`config.mk`:
```
export PLATFORM = sky130hd
export DESIGN_NAME = recovery_ctrl
export DESIGN_NICKNAME = d
export VERILOG_FILES = /design/src/rtl/global_defs.sv /design/src/rtl/rob_age_cmp.sv /design/src/rtl/recovery_ctrl.sv
export SDC_FILE = /design/constraint.sdc
export NUM_CORES = 1
export LEC_CHECK = 0
export CELL_PAD_IN_SITES_DETAIL_PLACEMENT = 1
export CELL_PAD_IN_SITES_GLOBAL_PLACEMENT = 1
export CORE_MARGIN = 3
export CORE_UTILIZATION = 40
export DETAILED_ROUTE_END_ITERATION = 12
export GPL_ROUTABILITY_DRIVEN = 0
export PLACE_DENSITY = 0.94
export SYNTH_ARGS = -nofsm -noshare
export SYNTH_HDL_FRONTEND = slang
export SYNTH_SLANG_ARGS = --single-unit
export TNS_END_PERCENT = 1
```
`constraint.sdc`:
```
create_clock -name clk -period 5.5 [get_ports clk]
set_input_delay 0.825 -clock clk [delete_from_list [all_inputs] [get_ports clk]]
set_output_delay 0.825 -clock clk [all_outputs]
set_load 0.005 [all_outputs]
```
`src/rtl/global_defs.sv`:
```
// Shared types for the misprediction recovery sequencer.
// ROB_ID_WIDTH falls back to 4 bits when the build does not define it.
`ifndef ROB_ID_WIDTH
`define ROB_ID_WIDTH 4
`endif

package global_defs;

  // Tag and PC types shared with the dispatch stage
  typedef logic [`ROB_ID_WIDTH-1:0] rob_id_t;
  typedef logic [31:0]              addr_t;

  // Recovery sequence phases
  typedef enum logic [2:0] {
    ST_IDLE      = 3'd0,
    ST_WAIT_HEAD = 3'd1,
    ST_FLUSH     = 3'd2,
    ST_CLEAR     = 3'd3,
    ST_REDIRECT  = 3'd4
  } recovery_state_t;

endpackage

```
`src/rtl/rob_age_cmp.sv`:
```
// Modular ROB age comparator: a_older_o is high when tag a is strictly
// older than tag b, where age is the tag's distance ahead of the head,
// taken modulo 2^W (no sign extension).
module rob_age_cmp #(
  parameter int unsigned W = 4
) (
  input  logic [W-1:0] a_i,
  input  logic [W-1:0] b_i,
  input  logic [W-1:0] head_i,
  output logic         a_older_o
);

  logic [W-1:0] age_a_s;
  logic [W-1:0] age_b_s;

  // Distance of each tag from the head, wrapped to W bits, then compared
  always_comb begin
    age_a_s   = a_i - head_i;
    age_b_s   = b_i - head_i;
    a_older_o = (age_a_s < age_b_s);
  end

endmodule

```
`src/rtl/recovery_ctrl.sv`:
```
// recovery_ctrl: captures the oldest ALU/LSU misprediction, waits for it to
// retire, pulses flush, clears the alias table entry by entry, then
// redirects fetch. Dispatch is stalled for the whole sequence.
// Optional feature: define RECOVERY_CNT_EN to add the recovery_cnt port
// counting completed recoveries.
module recovery_ctrl
  import global_defs::*;
#(
  parameter int unsigned N_ARF_ENTRIES = 32,
  parameter int unsigned ROB_ID_WIDTH  = `ROB_ID_WIDTH
) (
  input  logic                             clk,
  input  logic                             rst_aH,
  input  logic                             alu_broadcast_valid,
  input  logic [ROB_ID_WIDTH-1:0]          alu_broadcast_rob_id,
  input  logic                             alu_br_mispred,
  input  logic [31:0]                      alu_br_target,
  input  logic                             ld_broadcast_valid,
  input  logic [ROB_ID_WIDTH-1:0]          ld_broadcast_rob_id,
  input  logic                             ld_mispred,
  input  logic [31:0]                      ld_replay_pc,
  input  logic [ROB_ID_WIDTH-1:0]          rob_head_rob_id,
  input  logic                             rob_retire,
  output logic                             dispatch_stall,
  output logic                             flush,
  output logic                             rat_clr_en,
  output logic [$clog2(N_ARF_ENTRIES)-1:0] rat_clr_addr,
  output logic                             fetch_redirect_valid,
  output logic [31:0]                      fetch_redirect_pc,
  input  logic                             fetch_redirect_ready,
  output logic                             busy
`ifdef RECOVERY_CNT_EN
  ,
  output logic [31:0]                      recovery_cnt
`endif
);

  localparam int unsigned CLR_W = $clog2(N_ARF_ENTRIES);
  localparam logic [CLR_W-1:0] CLR_LAST = CLR_W'(N_ARF_ENTRIES - 1);

  recovery_state_t         state_q, state_d;
  logic [ROB_ID_WIDTH-1:0] tag_q, tag_d;
  addr_t                   tgt_q, tgt_d;
  logic [CLR_W-1:0]        cnt_q, cnt_d;

  logic                    flush_q;
  logic                    clr_en_q;
  logic [CLR_W-1:0]        clr_addr_q;
  logic                    rv_q;
  addr_t                   rpc_q;
  logic                    busy_q;

  logic                    alu_ev_s;
  logic                    ld_ev_s;
  logic                    cand_ev_s;
  logic [ROB_ID_WIDTH-1:0] cand_tag_s;
  addr_t                   cand_tgt_s;
  logic                    ld_older_s;
  logic                    cand_older_s;

  // LSU strictly older than ALU; on equal age the ALU event is kept
  rob_age_cmp #(.W(ROB_ID_WIDTH)) u_cmp_src (
    .a_i       (ld_broadcast_rob_id),
    .b_i       (alu_broadcast_rob_id),
    .head_i    (rob_head_rob_id),
    .a_older_o (ld_older_s)
  );

  // New candidate strictly older than the one already latched
  rob_age_cmp #(.W(ROB_ID_WIDTH)) u_cmp_latched (
    .a_i       (cand_tag_s),
    .b_i       (tag_q),
    .head_i    (rob_head_rob_id),
    .a_older_o (cand_older_s)
  );

  // Qualify this cycle's mispredicts and pick the older as the candidate
  always_comb begin
    alu_ev_s  = alu_broadcast_valid & alu_br_mispred;
    ld_ev_s   = ld_broadcast_valid & ld_mispred;
    cand_ev_s = alu_ev_s | ld_ev_s;
    if (ld_ev_s && (!alu_ev_s || ld_older_s)) begin
      cand_tag_s = ld_broadcast_rob_id;
      cand_tgt_s = ld_replay_pc;
    end else begin
      cand_tag_s = alu_broadcast_rob_id;
      cand_tgt_s = alu_br_target;
    end
  end

  // Next-state logic for the recovery sequence and its latched data
  always_comb begin
    state_d = state_q;
    tag_d   = tag_q;
    tgt_d   = tgt_q;
    cnt_d   = cnt_q;
    case (state_q)
      ST_IDLE: begin
        if (cand_ev_s) begin
          state_d = ST_WAIT_HEAD;
          tag_d   = cand_tag_s;
          tgt_d   = cand_tgt_s;
        end else begin
          state_d = ST_IDLE;
        end
      end
      ST_WAIT_HEAD: begin
        // A matching retire takes priority; a same-cycle event is dropped
        if (rob_retire && (rob_head_rob_id == tag_q)) begin
          state_d = ST_FLUSH;
        end else if (cand_ev_s && cand_older_s) begin
          tag_d = cand_tag_s;
          tgt_d = cand_tgt_s;
        end else begin
          state_d = ST_WAIT_HEAD;
        end
      end
      ST_FLUSH: begin
        cnt_d   = '0;
        state_d = ST_CLEAR;
      end
      ST_CLEAR: begin
        // Hold on the last address rather than wrapping
        if (cnt_q == CLR_LAST) begin
          state_d = ST_REDIRECT;
        end else begin
          cnt_d = cnt_q + CLR_W'(1);
        end
      end
      ST_REDIRECT: begin
        if (fetch_redirect_ready) begin
          state_d = ST_IDLE;
        end else begin
          state_d = ST_REDIRECT;
        end
      end
      default: begin
        state_d = ST_IDLE;
      end
    endcase
  end

  // State and latched tag/target/counter registers
  always_ff @(posedge clk or posedge rst_aH) begin
    if (rst_aH) begin
      state_q <= ST_IDLE;
      tag_q   <= '0;
      tgt_q   <= 32'd0;
      cnt_q   <= '0;
    end else begin
      state_q <= state_d;
      tag_q   <= tag_d;
      tgt_q   <= tgt_d;
      cnt_q   <= cnt_d;
    end
  end

  // Output flops decoded from the next state so every output is registered
  always_ff @(posedge clk or posedge rst_aH) begin
    if (rst_aH) begin
      flush_q    <= 1'b0;
      clr_en_q   <= 1'b0;
      clr_addr_q <= '0;
      rv_q       <= 1'b0;
      rpc_q      <= 32'd0;
      busy_q     <= 1'b0;
    end else begin
      flush_q    <= (state_d == ST_FLUSH);
      clr_en_q   <= (state_d == ST_CLEAR);
      clr_addr_q <= (state_d == ST_CLEAR) ? cnt_d : '0;
      rv_q       <= (state_d == ST_REDIRECT);
      rpc_q      <= (state_d == ST_REDIRECT) ? tgt_d : 32'd0;
      busy_q     <= (state_d != ST_IDLE);
    end
  end

  assign flush                = flush_q;
  assign rat_clr_en           = clr_en_q;
  assign rat_clr_addr         = clr_addr_q;
  assign fetch_redirect_valid = rv_q;
  assign fetch_redirect_pc    = rpc_q;
  assign busy                 = busy_q;
  assign dispatch_stall       = busy_q;

`ifdef RECOVERY_CNT_EN
  logic [31:0] rec_cnt_q;

  // Count completed recoveries (REDIRECT accepted by fetch), wrapping at 2^32
  always_ff @(posedge clk or posedge rst_aH) begin
    if (rst_aH) begin
      rec_cnt_q <= 32'd0;
    end else if ((state_q == ST_REDIRECT) && fetch_redirect_ready) begin
      rec_cnt_q <= rec_cnt_q + 32'd1;
    end else begin
      rec_cnt_q <= rec_cnt_q;
    end
  end

  assign recovery_cnt = rec_cnt_q;
`endif

endmodule

```
==> results of run 1 <==
flip-flops by register name, summed over array words and instances, names as in the netlist, 3 cells and up:
signal,count
cnt_q,5
state_q,3
tag_q,4
rat_clr_addr,5
fetch_redirect_pc,32
tgt_q,32
cells in the final DEF, fill, tap and decap left out, types with 4 or more instances in the layout:
cell type        Yosys  layout
mux2_2              71      66
dlymetal6s2s_1       0       4
ha_1                19      14
and3_1               4       4
inv_1               15      10
xor2_1               4       4
xnor2_1             10      10
buf_6                0       5
clkdlybuf4s50_1      0     117
clkbuf_8             0      10
ha_4                 0       4
a21oi_1             10       5
dfrtp_1             85      85
a21o_1               4       4
a21oi_2              1       5
o21ai_0              7       5
mux2_4               0       5
nand2_1             10      10
nor2_1               6       6
buf_4                7      24
inv_2                0       4
o21a_1              32      32
logic make-up (layout without fill, tap and decap cells):
kind of cell,after synthesis,count (layout),synth area share
and+or+nand+nor,32,32,0.03997
adders and majority gates,23,23,0.07690
muxes,73,73,0.1983
DFF,85,85,0.5147
buffers and inverters,31,188,0.03572
xor gates and xnor gates,14,14,0.02967
AOI/OAI and AO/OA,62,62,0.1048
stage by stage:
stage               instance area (µm²)  setup TNS, ps    util  power, µW
floorplan                          4133              0       -       1475
global route                       6112         -821.5  0.6168       2539
CTS                                5989              0  0.6044       2335
global placement                   5640          -9278  0.5692       1696
finish                             6112              0  0.6168       2383
detailed placement                 5640         -29250  0.5692       1781
cell type report:
class | count | area share
clock buffers | 11 | 0.02313
repair buffers | 158 | 0.2598
flip-flops and latches | 85 | 0.3480
well taps | 133 | 0.02723
inverters | 15 | 0.009417
clock inverters | 4 | 0.007984
multi-input cells | 204 | 0.3245
power by group:
part | leakage (µW) | internal, µW | switching, µW
Combinational | 0.00152 | 585 | 440
Clock | 0.0000992 | 219 | 214
Sequential | 0.00109 | 803 | 123
Total | 0.00271 | 1610 | 776
repair_timing:
item,in CTS,in global routing
setup endpoints to repair,38,68
setup buffers,7,6
cloned,2,0
pin swaps,13,15
gates resized for setup,18,32
hold endpoints to repair,0,0
layer usage:
metal / wire length, µm / part of all wire / up-vias / track usage
li1: - / - / 1420 / -
met1: 4524 / 0.37 / 1582 / 0.2288
met2: 6763 / 0.56 / 91 / 0.4081
met3: 608 / 0.050 / 22 / 0.05519
met4: 225 / 0.019 / 0 / 0.06583
met5: 0 / 0 / - / 0
final timing paths:
kind	start	to	slack (ps)	cells past startpoint
setup / recovery	ld_broadcast_rob_id[0]	tag_q[1]	100	23
hold / removal	tgt_q[16]	fetch_redirect_pc[16]	500	1
setup reg to reg	tag_q[0]	tag_q[1]	2410	14
hold reg to reg	tgt_q[16]	fetch_redirect_pc[16]	500	1
max in group asynchronous	rst_aH	rat_clr_en	3570	3
min in group asynchronous	rst_aH	fetch_redirect_pc[9]	910	2
==> run metrics, run 1 <==
initial antenna violation count 0; Worst-path clk slew about 90 ps; CP endpoint kind flop; WP buf/inv 8; Async SR Flop Fraction 1.000; CP peak stage delay 570 ps; DR iter-0 viols 68; DR WL/cell 19.87 µm; PwrDens 389.9 nW/µm²; Post-Syn Instances 320; slowest CP cell fa_1; Core ar. a little under 10000 µm²; number of global-route vias before repair 3603; most frequent cell after synthesis dfrtp_1; setup violators final 0; first drt pass iteration count 4; Setup Crit Path Kind primary input to flop; Crit Path Max Fanout 7; Die ar. 11590 µm²; worst endpoint required time 5740 ps; RSZ-0062 raised after global routing true; Rows 36; first-pass GRT wire length about 19000 µm; htree depth 3; Mean Syn Cell Area 12.91 µm²; cts bufs inserted 9; hold slack approximately 500 ps; antenna-violating nets left 0; GRT Overall Usage 0.2141; Non-Filler Instances 610; Final Max Tran Viols 0; Clock Tree Root clkbuf_8; Worst Clk Skew between 10 and 15 ps; Die Height approximately 110 µm; ranking of synthesized cells by area dfrtp_1 51%, mux2_2 19%, o21a_1 5.8%, ha_1 5.8%, xnor2_1 2.1%; Max Fclk between 0.15 and 0.2 GHz; Top FF cell, synth dfrtp_1; Initial Util 0.4170; Synth cell types 34; Post-Syn Area approximately 4100 µm²; Post-route DRC 0; Worst-Margin Slew between 700 and 800 ps; syn nets 427; top post-synthesis cells by count 85 x dfrtp_1, 71 x mux2_2, 32 x o21a_1, 19 x ha_1, 15 x inv_1; vias per std cell approximately 5.1; cts hold-fix bufs 0; Lkg Pwr between 0.002 and 0.003 µW; Reg area 2127 µm²; worst hold path type flop to flop; crit-path cells buf_4 > inv_1 > ha_4 > fa_1 > inv_2 > ha_1 > o211ai_1 > o21ai_2 > a31oi_4 > buf_6 > mux2_4 > buf_4 > fa_2 > xor2_1 > ha_1 > a21oi_2 > o21ai_1 > a211o_1 > a21oi_4 > buf_6 > buf_12 > buf_12 > mux2_2; post-place setup slack -581.6 ps; dpl hpwl 8406 µm; Filler cells 1004; setup ws final 99.70 ps; area leader, netlist dfrtp_1; Vias 3115; Clk Latency, worst-skew pair 350 ps; WL final about 12000 µm; # diodes 0; CTS tree done; final-stage net count 580; Synthesis Warnings 0; largest net degree at the start of global routing 45; area fraction of the dominant cell type after synthesis 0.5147; Bufs on Longest Clock Path 2; Hold Violations, Final 0; CP arrival 5640 ps; EDFF count, synth 0; CP top delay family adder cells; VDD IR max ~170 µV; Tmin final around 5400 ps; placed insts 580; IO Port Bufs 125; status completed; area grow syn2layout 47.90%; Startpoint Class primary input; total grt overflow 0; fraction of layout cells with a size suffix above 1 0.3061; FF+latch count, synth 85; register area share after synthesis 0.5147; max-cap viol count 0; Die X 107.6 µm; final worst-path cycle share 0.9819; Slew HR 0.5183; CTS Sinks 85; num ports 126; Multi-input gate area slightly below 2000 µm²
Power figures use the tool's default switching activity.
==> inputs of run 2 (changes only) <==
CAP_MARGIN = 0   (was not set)
==> results of run 2 <==
Final layout, timing and power as in run 1 (identical DEF).
